===== config.mk =====
export PLATFORM = sky130hd
export DESIGN_NAME = bnn_layer_sequencer
export DESIGN_NICKNAME = d
export VERILOG_FILES = /design/src/rtl/bnn_layer_sequencer.sv
export SDC_FILE = /design/constraint.sdc
export NUM_CORES = 1
export LEC_CHECK = 0
export ABC_AREA = 1
export CAP_MARGIN = 20
export CELL_PAD_IN_SITES_DETAIL_PLACEMENT = 0
export CELL_PAD_IN_SITES_GLOBAL_PLACEMENT = 2
export CORE_MARGIN = 3
export CORE_UTILIZATION = 33
export DETAILED_ROUTE_END_ITERATION = 16
export PLACE_DENSITY = 0.86
export SETUP_SLACK_MARGIN = 0.2
export SLEW_MARGIN = 20
export SYNTH_ARGS = -nofsm -noshare
export SYNTH_HDL_FRONTEND = slang
export SYNTH_SLANG_ARGS = --single-unit

===== constraint.sdc =====
create_clock -name clk -period 2.4 [get_ports clk]
set_input_delay 0.6 -clock clk [delete_from_list [all_inputs] [get_ports clk]]
set_output_delay 0.6 -clock clk [all_outputs]
set_load 0.03 [all_outputs]

===== src/rtl/bnn_layer_sequencer.sv =====
`default_nettype none
// ============================================================================
//  Module      : bnn_layer_sequencer
//  Description : Top-level inference controller for the binary MNIST network.
//                Drives the shared 3-bit stage bus decoded by every layer
//                block, steps through image load and the three layers on
//                each stage's done flag, and soft-clears the layers (whose
//                done flags are sticky) at the start of each inference.
//                A per-stage watchdog moves to ERROR when a stage hangs.
//                A latency accumulator and an inference counter report
//                run statistics.
//
//  Ports       :
//    clk            in   1      system clock, rising edge
//    rst            in   1      asynchronous active-high reset
//    start          in   1      begin an inference (honoured in IDLE only)
//    abort          in   1      cancel the inference / leave DONE or ERROR
//    load_done      in   1      image loader finished (level or pulse)
//    l1_done        in   1      layer one complete (sticky)
//    l2_done        in   1      layer two complete (sticky)
//    l3_done        in   1      layer three complete (sticky)
//    result_ack     in   1      consumer has read the classification
//    state          out  3      stage bus to all layers
//    layer_rst_n    out  1      active-low synchronous clear to the layers
//    busy           out  1      inference in progress
//    result_valid   out  1      classification available (DONE)
//    error          out  1      watchdog fired (ERROR)
//    last_latency   out  LAT_W  CLEAR-entry to DONE-entry cycles, last run
//    infer_count    out  CNT_W  completed inferences, wraps
//
//  Revision    : 1.0  initial release
// ============================================================================
module bnn_layer_sequencer #(
    parameter int TIMEOUT = 1023,
    parameter int LAT_W   = 16,
    parameter int CNT_W   = 8
) (
    input  logic             clk,
    input  logic             rst,
    input  logic             start,
    input  logic             abort,
    input  logic             load_done,
    input  logic             l1_done,
    input  logic             l2_done,
    input  logic             l3_done,
    input  logic             result_ack,
    output logic [2:0]       state,
    output logic             layer_rst_n,
    output logic             busy,
    output logic             result_valid,
    output logic             error,
    output logic [LAT_W-1:0] last_latency,
    output logic [CNT_W-1:0] infer_count
);

    // ------------------------------------------------------------------
    // Stage bus encoding, shared with every layer block
    // ------------------------------------------------------------------
    localparam logic [2:0] S_IDLE  = 3'b000;
    localparam logic [2:0] S_LOAD  = 3'b001;
    localparam logic [2:0] S_L1    = 3'b010;
    localparam logic [2:0] S_L2    = 3'b011;
    localparam logic [2:0] S_L3    = 3'b100;
    localparam logic [2:0] S_DONE  = 3'b101;
    localparam logic [2:0] S_ERROR = 3'b110;
    localparam logic [2:0] S_CLEAR = 3'b111;

    // The watchdog never has to hold more than TIMEOUT-1: on that value the
    // state always changes (done or ERROR), which clears it.
    localparam int               WD_W    = (TIMEOUT > 2) ? $clog2(TIMEOUT) : 1;
    localparam logic [WD_W-1:0]  WD_LAST = WD_W'(TIMEOUT - 1);
    localparam logic [LAT_W-1:0] LAT_MAX = '1;

    // ------------------------------------------------------------------
    // Registers
    // ------------------------------------------------------------------
    logic [2:0]       state_q,        state_d;
    logic [WD_W-1:0]  wd_q,           wd_d;
    logic [LAT_W-1:0] acc_q,          acc_d;
    logic [LAT_W-1:0] last_lat_q,     last_lat_d;
    logic [CNT_W-1:0] infer_cnt_q,    infer_cnt_d;
    logic             layer_rst_n_q,  layer_rst_n_d;
    logic             busy_q,         busy_d;
    logic             result_valid_q, result_valid_d;
    logic             error_q,        error_d;

    // ------------------------------------------------------------------
    // Helper decodes of the current state
    // ------------------------------------------------------------------
    logic w_in_stage;     // LOAD or any LAYER state: watchdog is running
    logic w_in_run;       // CLEAR, LOAD or any LAYER state: latency counts
    logic w_done_cur;     // the done flag that belongs to the current stage
    logic w_wd_expired;   // last permitted cycle of the current stage

    always_comb begin
        w_in_stage = (state_q == S_LOAD) || (state_q == S_L1) ||
                     (state_q == S_L2)   || (state_q == S_L3);
        w_in_run   = w_in_stage || (state_q == S_CLEAR);

        // Only the current stage's flag is looked at, so stale flags left
        // high by other stages can never cause a skip.
        case (state_q)
            S_LOAD:  w_done_cur = load_done;
            S_L1:    w_done_cur = l1_done;
            S_L2:    w_done_cur = l2_done;
            S_L3:    w_done_cur = l3_done;
            default: w_done_cur = 1'b0;
        endcase

        w_wd_expired = w_in_stage && (wd_q == WD_LAST);
    end

    // ------------------------------------------------------------------
    // Process 1: state register
    // ------------------------------------------------------------------
    always_ff @(posedge clk or posedge rst) begin
        if (rst) begin
            state_q <= S_IDLE;
        end else begin
            state_q <= state_d;
        end
    end

    // ------------------------------------------------------------------
    // Process 2: next-state logic
    // ------------------------------------------------------------------
    always_comb begin
        state_d = state_q;
        case (state_q)
            S_IDLE: begin
                // abort wins a collision with start
                if (start && !abort) begin
                    state_d = S_CLEAR;
                end
            end
            S_CLEAR: begin
                state_d = abort ? S_IDLE : S_LOAD;
            end
            S_LOAD, S_L1, S_L2, S_L3: begin
                // abort beats done, done beats the watchdog on its last cycle
                if (abort) begin
                    state_d = S_IDLE;
                end else if (w_done_cur) begin
                    case (state_q)
                        S_LOAD:  state_d = S_L1;
                        S_L1:    state_d = S_L2;
                        S_L2:    state_d = S_L3;
                        default: state_d = S_DONE;
                    endcase
                end else if (w_wd_expired) begin
                    state_d = S_ERROR;
                end
            end
            S_DONE: begin
                if (abort || result_ack) begin
                    state_d = S_IDLE;
                end
            end
            S_ERROR: begin
                // only abort (or reset) leaves ERROR; start is ignored here
                if (abort) begin
                    state_d = S_IDLE;
                end
            end
            default: begin
                state_d = S_IDLE;
            end
        endcase
    end

    // ------------------------------------------------------------------
    // Process 3: output / datapath next values (registered below)
    // ------------------------------------------------------------------
    always_comb begin
        layer_rst_n_d  = (state_d != S_CLEAR);
        busy_d         = (state_d == S_CLEAR) || (state_d == S_LOAD) ||
                         (state_d == S_L1)    || (state_d == S_L2)   ||
                         (state_d == S_L3);
        result_valid_d = (state_d == S_DONE);
        error_d        = (state_d == S_ERROR);

        // Watchdog restarts on every transition and only runs in stages.
        if (state_d != state_q) begin
            wd_d = '0;
        end else if (w_in_stage) begin
            wd_d = wd_q + WD_W'(1);
        end else begin
            wd_d = '0;
        end

        // Accumulator holds 1 during the CLEAR cycle and gains one per cycle
        // afterwards, so on DONE entry it equals the cycles spent since
        // CLEAR entry.
        if ((state_q == S_IDLE) && (state_d == S_CLEAR)) begin
            acc_d = LAT_W'(1);
        end else if (w_in_run && (acc_q != LAT_MAX)) begin
            acc_d = acc_q + LAT_W'(1);
        end else begin
            acc_d = acc_q;
        end

        // Statistics change only on a successful DONE entry; abort and
        // ERROR leave them untouched.
        if ((state_d == S_DONE) && (state_q != S_DONE)) begin
            last_lat_d  = acc_q;
            infer_cnt_d = infer_cnt_q + CNT_W'(1);
        end else begin
            last_lat_d  = last_lat_q;
            infer_cnt_d = infer_cnt_q;
        end
    end

    always_ff @(posedge clk or posedge rst) begin
        if (rst) begin
            wd_q           <= '0;
            acc_q          <= '0;
            last_lat_q     <= '0;
            infer_cnt_q    <= '0;
            layer_rst_n_q  <= 1'b0;
            busy_q         <= 1'b0;
            result_valid_q <= 1'b0;
            error_q        <= 1'b0;
        end else begin
            wd_q           <= wd_d;
            acc_q          <= acc_d;
            last_lat_q     <= last_lat_d;
            infer_cnt_q    <= infer_cnt_d;
            layer_rst_n_q  <= layer_rst_n_d;
            busy_q         <= busy_d;
            result_valid_q <= result_valid_d;
            error_q        <= error_d;
        end
    end

    // ------------------------------------------------------------------
    // Output drive
    // ------------------------------------------------------------------
    assign state        = state_q;
    assign layer_rst_n  = layer_rst_n_q;
    assign busy         = busy_q;
    assign result_valid = result_valid_q;
    assign error        = error_q;
    assign last_latency = last_lat_q;
    assign infer_count  = infer_cnt_q;

endmodule
`default_nettype wire


==> flow_summary.yaml <==
worst_setup_path:
  ff2ff_setup_slack_ps: 350
  start_kind: "flip-flop"
  worstSetupPathType: "reg2out"
  arrival_ps: 1500
  critPathMaxStageDelay_ps: 710
  end_kind: "output port"
  crit_family: "buffers and inverters"
  crit_chain: "clkdlybuf4s50_1"
  critPathBufInv: 1
  worstPathMaxFanout: 6
  r2r_start: "state[1]$_DFF_PP0_"
  crit_start: "infer_count[4]$_DFFE_PP0P_"
  cpMaxStageDelayCell: "clkdlybuf4s50_1"
  cp_data_required_time_ps: 1800
run:
  drv_cap: 0
timing:
  tns_ps: 0
  fin_skew_ps: 7.38
  setup_viol: 0
  fmaxAchievable_ghz: 0.476
  slew-limit-headroom_pct: 64.9
  final.period_utilization_pct: 87.6
  drv_slew: 0
  tightest_slew_ps: 526
  period_needed_ps: 2100
  rsz0062_at_grt: "no"
  hold_viol_final: 0
cts:
  worstSkewPairLatency_ps: 330
  clk_pin_slew_ps: 70
  cts_made_buffers: 9
  cts_tree: "yes"
  clockBufferDepth: 2
  ctsHoldBuffers: 0
  cts_root_buf: "clkbuf_8"
  numClockSinks: 57
  h-tree-depth: 3
route:
  ant_nets: 0
  drc_errors: 0
  wl_per_cell_um: 12.5
  drt_iter0_drc: 52
  vias: 2519
  firstDrtPassIters: 4
  viasPerCell: 4.69
  wirelength_um: 6700
finish:
  fin_area_um2: 4000
  post_route_cells_drive_above_1_share_pct: 20.3
  antenna_cells: 0
  final_cells: 537
  final-seq-area_um2: 1430
  finalNetCount: 437
  area_delta_synth_final_pct: 31.2
  fillCellCount: 876
  multi_input_comb_area_um2: 1400
logic_synthesis:
  yosys-top-cells-area: "dfrtp_1 (47%), nand2_1 (9.4%), inv_1 (5.1%)"
  synth_cell_types: 35
  yosysWarnings: 0
  syn_nets: 375
  synth_area_um2: 3050
  ys_seq_elements: 57
  synth-seq-area-share_pct: 46.8
  syn_avg_cell_area_um2: 8.41
  yosys.area.top_type: "dfrtp_1"
  synth-main-ff-cell: "dfrtp_1"
  async_flop_share_pct: 100
  synth_top_cell_area_share_pct: 46.8
  netlist_instances: 362
  synth_edf_count: 0
min_path:
  min_from: "last_latency[5]$_DFFE_PP0P_"
  hp-class: "reg2reg"
grt:
  grtUsageMet3_pct: 3.48
  met1_usage_pct: 17.4
  grt.busiest_layer: "met2"
  antenna_found_initial: 0
  grt_pass1_vias: 2472
  met2_usage_pct: 22.8
  gr-usage-all-layers_pct: 13.6
  grt_pass1_wl_um: 11400
  grt-ovfl-total: 0
  grt_max_degree: 41
placement:
  placed_area_um2: 3640
  portBuffers: 39
  gp_congestion: 0.808
  dp_cells: 514
  dp_hpwl_um: 4880
floorplanning:
  start_util_pct: 34.4
  die_h_um: 102
  io-pin-count: 40
  die_area_um2: 10400
  num_rows: 34
  die_w_um: 102
  coreArea_um2: 8850
pwr:
  p_per_area_nw_per_um2: 1110
  p_total_mw: 4.44
  p_leak_nw: 1.79
  ir_drop_mv: 0.456
run_status:
  status: "finished clean"
[per-layer routing]
layer | wire [um] | share of wire (%)
met5 | 0 | 0
met4 | 62 | 0.93
met3 | 222 | 3.3
met2 | 3240 | 48
met1 | 3180 | 47
[cell families (layout without fill, tap and decap cells)]
logic type / count (synthesis) / after routing / synth area share (%)
adders and majority gates: 4 / 4 / 1.64
DFF: 57 / 57 / 46.8
buffers and inverters: 54 / 121 / 8.38
xor gates and xnor gates: 15 / 15 / 4.31
and+or+nand+nor: 191 / 191 / 30.0
AOI/OAI and AO/OA: 41 / 41 / 8.83
[what timing repair did]
action,in CTS,in global routing
pin swaps,0,1
endpoints found under the setup margin,5,42
resized for setup,2,10
hold endpoints to repair,0,0
cloned,0,1
buffers inserted,0,6
[where the power goes]
part           internal, mW  leakage (nW)  total, mW  switching [mW]
clock network         0.712         0.126       1.09           0.381
registers              1.11         0.768       1.26           0.144
logic                 0.801         0.895       2.08            1.28
total                  2.63          1.79       4.44            1.81
[cell usage after synthesis (all sizes together), types with 5 or more instances]
library cell and count:
nor3 11, o21ai 32, xor2 9, inv 44
dfrtp 57, xnor2 6, a21oi 5, buf 9
nand2 86, nor2 40, nand3 31, nand4 11
[worst min-delay path, delay by kind of cell (launching register included)]
family / cells / cell delay (ps)
flops: 1 / 340
simple gates: 1 / 60
compound gates: 1 / 50
[cells in the final DEF (no fill, tap or decap), types with 9 or more instances in the layout]
cell type,synthesis,final
nand2_1,76,74
dfrtp_1,57,54
inv_1,41,40
clkdlybuf4s50_1,0,38
nor2_1,36,35
nand3_1,27,26
buf_4,2,16
o21ai_2,13,13
nand4_1,11,11
o21ai_0,11,11
nand2_2,9,10
nor3_1,10,10
clkbuf_8,0,10
xor2_1,9,9
[area by class of cell]
cell class | instances | share of cell area (%)
multi-input cells | 251 | 35.0
flip-flops and latches | 57 | 35.8
repair buffers | 61 | 15.5
well taps | 108 | 3.38
inverters | 44 | 4.26
clock inverters | 6 | 2.63
clock buffers | 10 | 3.45
[path summary, 6_finish.rpt]
| path | endpoint | cells after the start |
|---|---|---|
| setup / recovery | infer_count[4] | 1 |
| hold / removal | last_latency[5]$_DFFE_PP0P_ | 2 |
| setup reg to reg | infer_count[6]$_DFFE_PP0P_ | 13 |
| hold reg to reg | last_latency[5]$_DFFE_PP0P_ | 2 |
| max in group asynchronous | wd_q[9]$_DFF_PP0_ | 3 |
| min in group asynchronous | busy$_DFF_PP0_ | 2 |
[registers in the layout, indices dropped and copies added (netlist names)]
name          count
layer_rst_n       1
state             3
last_latency     16
busy              1
acc_q            16
wd_q             10
infer_count       8
result_valid      1
error             1
[metrics by stage]
step                setup WS [ps]  utilization (%)  hold WS, ps
floorplan                     400                -          519
global placement             33.8             41.1          465
detailed placement          -25.5             41.1          476
CTS                           184             43.8          492
global route                  190             45.1          502
finish                        298             45.1          484
(Power assumes the default switching activity.)
